==> src/rtl/varredura_updown.sv <==
`default_nettype none
// ============================================================================
//  Module   : varredura_updown
//  Purpose  : Position-sweep generator (triangle or sawtooth) between runtime
//             limits, one step per D qualified conta ticks.
//  Revision : 1.0  initial release
// ============================================================================
module varredura_updown #(
    parameter int N = 3,
    parameter int D = 1
) (
    input  logic         clock,
    input  logic         zera_s,
    input  logic         conta,
    input  logic         pausa,
    input  logic         modo,
    input  logic [N-1:0] limite_min,
    input  logic [N-1:0] limite_max,
    output logic [N-1:0] value,
    output logic         direcao,
    output logic         fim,
    output logic         meio
);

    localparam int CW = $clog2(D) + 1;
    localparam logic [CW-1:0] c_cnt_last = CW'(D - 1);
    localparam logic [0:0]    c_st_down  = 1'b0;
    localparam logic [0:0]    c_st_up    = 1'b1;

    logic [0:0]   r_state, w_state_nxt;
    logic [N-1:0] r_value, w_value_nxt;
    logic [CW-1:0] r_cnt,  w_cnt_nxt;
    logic         r_fim,   w_fim_nxt;
    logic         r_meio,  w_meio_nxt;

    logic         w_tick;
    logic [N:0]   w_val_x, w_min_x, w_max_x, w_val_inc, w_min_inc;

    assign w_tick    = conta & ~pausa;
    // One extra bit so value+1 and min+1 never wrap in the limit compares
    assign w_val_x   = {1'b0, r_value};
    assign w_min_x   = {1'b0, limite_min};
    assign w_max_x   = {1'b0, limite_max};
    assign w_val_inc = w_val_x + (N+1)'(1);
    assign w_min_inc = w_min_x + (N+1)'(1);

    always_ff @(posedge clock) begin
        if (zera_s) begin
            r_state <= c_st_up;
            r_value <= limite_min;
            r_cnt   <= '0;
            r_fim   <= 1'b0;
            r_meio  <= 1'b0;
        end else begin
            r_state <= w_state_nxt;
            r_value <= w_value_nxt;
            r_cnt   <= w_cnt_nxt;
            r_fim   <= w_fim_nxt;
            r_meio  <= w_meio_nxt;
        end
    end

    always_comb begin
        w_state_nxt = r_state;
        w_value_nxt = r_value;
        w_cnt_nxt   = r_cnt;
        w_fim_nxt   = 1'b0;
        w_meio_nxt  = 1'b0;
        if (w_tick) begin
            if (r_cnt != c_cnt_last) begin
                w_cnt_nxt = r_cnt + CW'(1);
            end else begin
                w_cnt_nxt = '0;
                if (w_max_x <= w_min_x) begin
                    w_value_nxt = limite_min;
                    w_state_nxt = c_st_up;
                end else if (modo) begin
                    // Sawtooth always rises, even if entered while falling
                    w_state_nxt = c_st_up;
                    if (w_val_x >= w_max_x) begin
                        w_value_nxt = limite_min;
                        w_fim_nxt   = 1'b1;
                    end else begin
                        w_value_nxt = w_val_inc[N-1:0];
                        w_meio_nxt  = (w_val_inc == w_max_x);
                    end
                end else begin
                    case (r_state)
                        c_st_up: begin
                            if (w_val_inc >= w_max_x) begin
                                w_value_nxt = limite_max;
                                w_meio_nxt  = 1'b1;
                                w_state_nxt = c_st_down;
                            end else begin
                                w_value_nxt = w_val_inc[N-1:0];
                            end
                        end
                        default: begin
                            if (w_val_x <= w_min_inc) begin
                                w_value_nxt = limite_min;
                                w_fim_nxt   = 1'b1;
                                w_state_nxt = c_st_up;
                            end else begin
                                w_value_nxt = r_value - N'(1);
                            end
                        end
                    endcase
                end
            end
        end
    end

    always_comb begin
        value   = r_value;
        direcao = r_state[0];
        fim     = r_fim;
        meio    = r_meio;
    end

endmodule
`default_nettype wire

==> config.mk <==
export PLATFORM = sky130hd
export DESIGN_NAME = varredura_updown
export DESIGN_NICKNAME = d
export VERILOG_FILES = /design/src/rtl/varredura_updown.sv
export SDC_FILE = /design/constraint.sdc
export NUM_CORES = 1
export LEC_CHECK = 0
export ABC_AREA = 1
export BUFFER_PORTS_ARGS = -buffer_cell sky130_fd_sc_hd__clkbuf_2
export CORE_MARGIN = 1.5
export CORE_UTILIZATION = 50
export DETAILED_ROUTE_END_ITERATION = 8
export PLACE_DENSITY = 0.74
export SLEW_MARGIN = 25
export SYNTH_ARGS = -nofsm -noshare
export SYNTH_HDL_FRONTEND = slang
export SYNTH_SLANG_ARGS = --single-unit
==> constraint.sdc <==
create_clock -name clock -period 4.6 [get_ports clock]
set_input_delay 0.69 -clock clock [delete_from_list [all_inputs] [get_ports clock]]
set_output_delay 0.69 -clock clock [all_outputs]
set_load 0.05 [all_outputs]
After elaboration in Yosys (flattened, before gate mapping)
Cells that the tools add are included.

word-level totals
  bits in registers = 7
  input port bits = 11
  word-level logic and storage cells = 45

cells by class
  add/sub/neg operators = 4
  order comparisons = 4
  eq/ne operators = 2
  muxes and demuxes = 22
  bitwise operators = 4
  reduce and logical (&&, ||, !) cells = 4

operators with widths
  operator                                          number
  2-to-1 mux 3 bit                                  9
  2-to-1 mux 1 bit                                  13
  adder 3 x 1 -> 4 bit, second input constant       2
  equality test 4 x 3 -> 1 bit                      1
  greater-or-equal comparator 4 x 3 -> 1 bit        1
  <= comparator 3 x 4 -> 1 bit                      1
  AND reduction 2 bit                               2
  OR reduction 4 bit                                1
  greater-or-equal comparator 3 bit                 1
  <= comparator 3 bit                               1
  inverter 1 bit                                    3
  subtractor 3 x 1 -> 3 bit, second input constant  1
  inequality test 2 bit, second input constant      1
  nonzero test 2 bit                                1
  adder 1 bit, second input constant                1
  AND 1 bit                                         1

Logic depth before layout (Yosys ltp)
  depth after elaboration = 9
  gate-level depth with buffers = 13

Worst setup path after synthesis
Ideal clock, no wire load.

  kind = register -> register
  start = reg r_value[0], in the netlist value[0]
  end = reg r_value[0], in the netlist value[0], data pin
  arrival time = 2.112 ns
  required time = 4.345 ns
  setup slack = 2.233 ns
  stages on the path, launching flop included = 14
  path buffers = 0
  cells stage by stage = edfxtp_1 ha_1 xor2_1 ha_1 nand2_1 nand2_1 nor2_2 nand2_2 nand2_1 nand2_1 nand2_1 nand2_1 nand2_1 a21oi_2

between the ends
  word-level cells in the longest chain between the ends = 9
  elaborated cells between the ends (all ways) = 14
  classes of those cells = add/sub (2); order compare (3); mux (9)

RTL lines
  item                                        RTL line  text
  from (decl)                                 31        logic [N-1:0] r_value, w_value_nxt;
  from (signal assigned)                      50        r_value <= limite_min;
  from (signal assigned)                      56        r_value <= w_value_nxt;
  adder 3 x 1 -> 4 bit                        44        assign w_val_inc = w_val_x + (N+1)'(1);
  greater-or-equal comparator 4 x 3 -> 1 bit  90        if (w_val_inc >= w_max_x) begin
  2-to-1 mux 3 bit                            90
  2-to-1 mux 3 bit                            88        case (r_state)
  2-to-1 mux 3 bit (*)                        77        end else if (modo) begin
  2-to-1 mux 3 bit (*)                        74        if (w_max_x <= w_min_x) begin
  2-to-1 mux 3 bit (*)                        70        if (r_cnt != c_cnt_last) begin
  2-to-1 mux 3 bit (*)                        69        if (w_tick) begin
  2-to-1 mux 3 bit (*)                        48        if (zera_s) begin

Every way passes the cells marked *; elsewhere a longest branch is shown, timed or not. The select of a mux whose other input is x is not followed.
A chain may end at the register's enable or synchronous reset.

Worst setup path in the final report
  start = reg r_value[0], in the netlist value[0]
  end = reg r_value[2], in the netlist value[2], data pin

Same word-level chain as after synthesis.

==> metrics <==
outcome complete, no violations; CP Capture Type flip-flop; top post-synthesis cells by count nand2_1, inv_1, nand3_1; max frequency 431 MHz; H-tree Lvls 1; Filler cells 156; Layout area overhead 14.9%; Register Area 150 µm²; Startpoint Class flip-flop; Finished Core Util 63.4%; CP max stage delay 0.49 ns; Unique masters post-synth 19; port bufs 16; total track usage 23.5%; Routed WL 1980 µm; clock buffer depth 2; fraction of layout cells with a size suffix above 1 18.2%; 1st-pass router iterations 4; YS warnings 0; clk_skew 0.00724 ns; Post-CTS Setup Repair Bufs 0; cell repeated most along the worst path nand2_1; RSZ-0062 raised after global routing no; Place WS 2.17 ns; vias 899; EDFF count, synth 3; post-synth top area share 22.1%; Data arrival, critical path 2.31 ns; largest net degree at the start of global routing 8; Die Area 1960 µm²; slowest CP cell edfxtp_1; Slew HR 62.4%; mean post-synth cell area 6.65 µm²; GRT overflow 0; IO Pins 17; Primary FF master, synth edfxtp_1; CP cell instances ha_1 -> xor2_1 -> ha_1 -> nand2_1 -> nand2_1 -> nor2_2 -> nand2_2 -> nand2_1 -> nand2_1 -> nand2_1 -> nand2_1 -> nand2_1 -> a21oi_2; Design Area, Final 977 µm²; Tcrit/Tclk final 50.4%; Worst-path clk slew 0.05 ns; placer's final routability congestion estimate 0.976; CTS Hold Buffers Added 0; Setup TNS 0 ns; Worst VDD drop 0.000137 V; Required @ worst endpoint 4.59 ns; Yosys reg bits 6; Overall Power 290 µW; CTS tree yes; Post-synth ARST share 0%; PostCTS Resize Cnt 0; Power Density 297 nW/µm²; wire per inst 12.1 µm; vias in the first global route 811; TritonCTS Sinks 6; CTS buffer count 3; die width 44.3 µm; initial antenna violation count 0; post-DP HPWL 1660 µm; Max Cap Violations 0; DR DRC count 0; leakage 0.551 nW; Final nets 175; multi-input logic area 629 µm²; Initial DRC Count 24; Syn Nets 154; worst-margin pin slew 0.558 ns; Skew-Pair Late Insertion Delay 0.25 ns; Die Y-Extent 44.3 µm; diodes inserted 0; Slew Limit Fails 0; setup ws final 2.28 ns; Core ar. 1540 µm²; largest fanout on the critical path 6; setup violators final 0; Rows 14; Hold Fails Final Rpt 0; Post-DP Area 951 µm²; via density per instance 5.48; Post-DRT Antenna Nets 0; clk root buf clkbuf_4; Mapped Cells 128; post-synthesis sequential area ratio 17.6%; worst hold path class flip-flop to flip-flop; first-pass GRT wire length 3420 µm; most common cell in the synthesized netlist nand2_1; largest cells by area after synthesis ha_1, nand2_1, nand3_1; Synth Cell Area 851 µm²; Starting Density 55.2%; Crit Path Class flip-flop to flip-flop; area leader, netlist ha_1; Final min period 2.32 ns
[logic make-up (layout without fill, tap and decap cells)]
family,count (synthesis),in the layout,synth area share (%)
fa+ha+maj,15,15,22.1
compound gates,11,11,9.12
flops,6,6,17.6
buf+inv,19,39,8.38
xor+xnor,4,4,4.12
simple gates,73,73,38.7
[final cells by class]
cell class | count | share of cell area, %
flip-flops and latches | 6 | 15.4
repair buffers | 16 | 8.19
inverters | 19 | 7.30
clock buffers | 4 | 2.69
well taps | 16 | 2.05
multi-input cells | 103 | 64.4
[sequential cells by signal (all words and copies together) (netlist names)]
signal / flops
value: 3
fim: 1
meio: 1
direcao: 1
[routing by layer]
| layer | up-vias | GRT usage [%] | routed length (µm) |
|---|---|---|---|
| met5 | - | 0 | 0 |
| met4 | 0 | 4.24 | 10 |
| met3 | 2 | 4.90 | 86 |
| met2 | 27 | 40.0 | 940 |
| met1 | 403 | 30.8 | 945 |
| li1 | 467 | - | - |
[metrics by stage]
step	instances	hold slack (ns)
final	164	0.574
after global routing	164	0.626
after CTS	164	0.569
after detailed placement	160	0.565
after global placement	160	0.563
after floorplan	128	0.754
[worst max-delay path: cells and delay by family, from the launching register on]
family          cells  cell delay (ns)
simple gates        9             0.71
fa+ha+maj           2             0.58
flops               1             0.49
xor+xnor            1             0.21
compound gates      1             0.06
[power breakdown]
part / switching (mW) / internal [mW] / total [mW] / leakage [nW]
Combinational: 0.107 / 0.0585 / 0.165 / 0.482
Clock: 0.0213 / 0.0330 / 0.0543 / 0.0150
Sequential: 0.00826 / 0.0618 / 0.0701 / 0.0540
Total: 0.136 / 0.153 / 0.290 / 0.551
[path summary, 6_finish.rpt]
path / start / to / slack, ns / cells past startpoint
hold reg to reg: direcao / direcao / 0.57 / 2
setup / recovery: value[0] / value[2] / 2.28 / 13
hold / removal: direcao / direcao / 0.57 / 2
setup reg to reg: value[0] / value[2] / 2.28 / 13
[cells in the final DEF, fill, tap and decap left out, drive strengths merged]
master / instances
nand3: 19
inv: 19
ha: 15
nand2: 36
xor2: 1
edfxtp: 3
nand4: 3
a211oi: 1
dfxtp: 3
nor3: 1
a31oi: 1
o21ai: 1
nand3b: 4
nor2: 10
xnor2: 3
a21oi: 8
clkbuf: 20
Note: power is estimated with default switching activity, not from simulation.
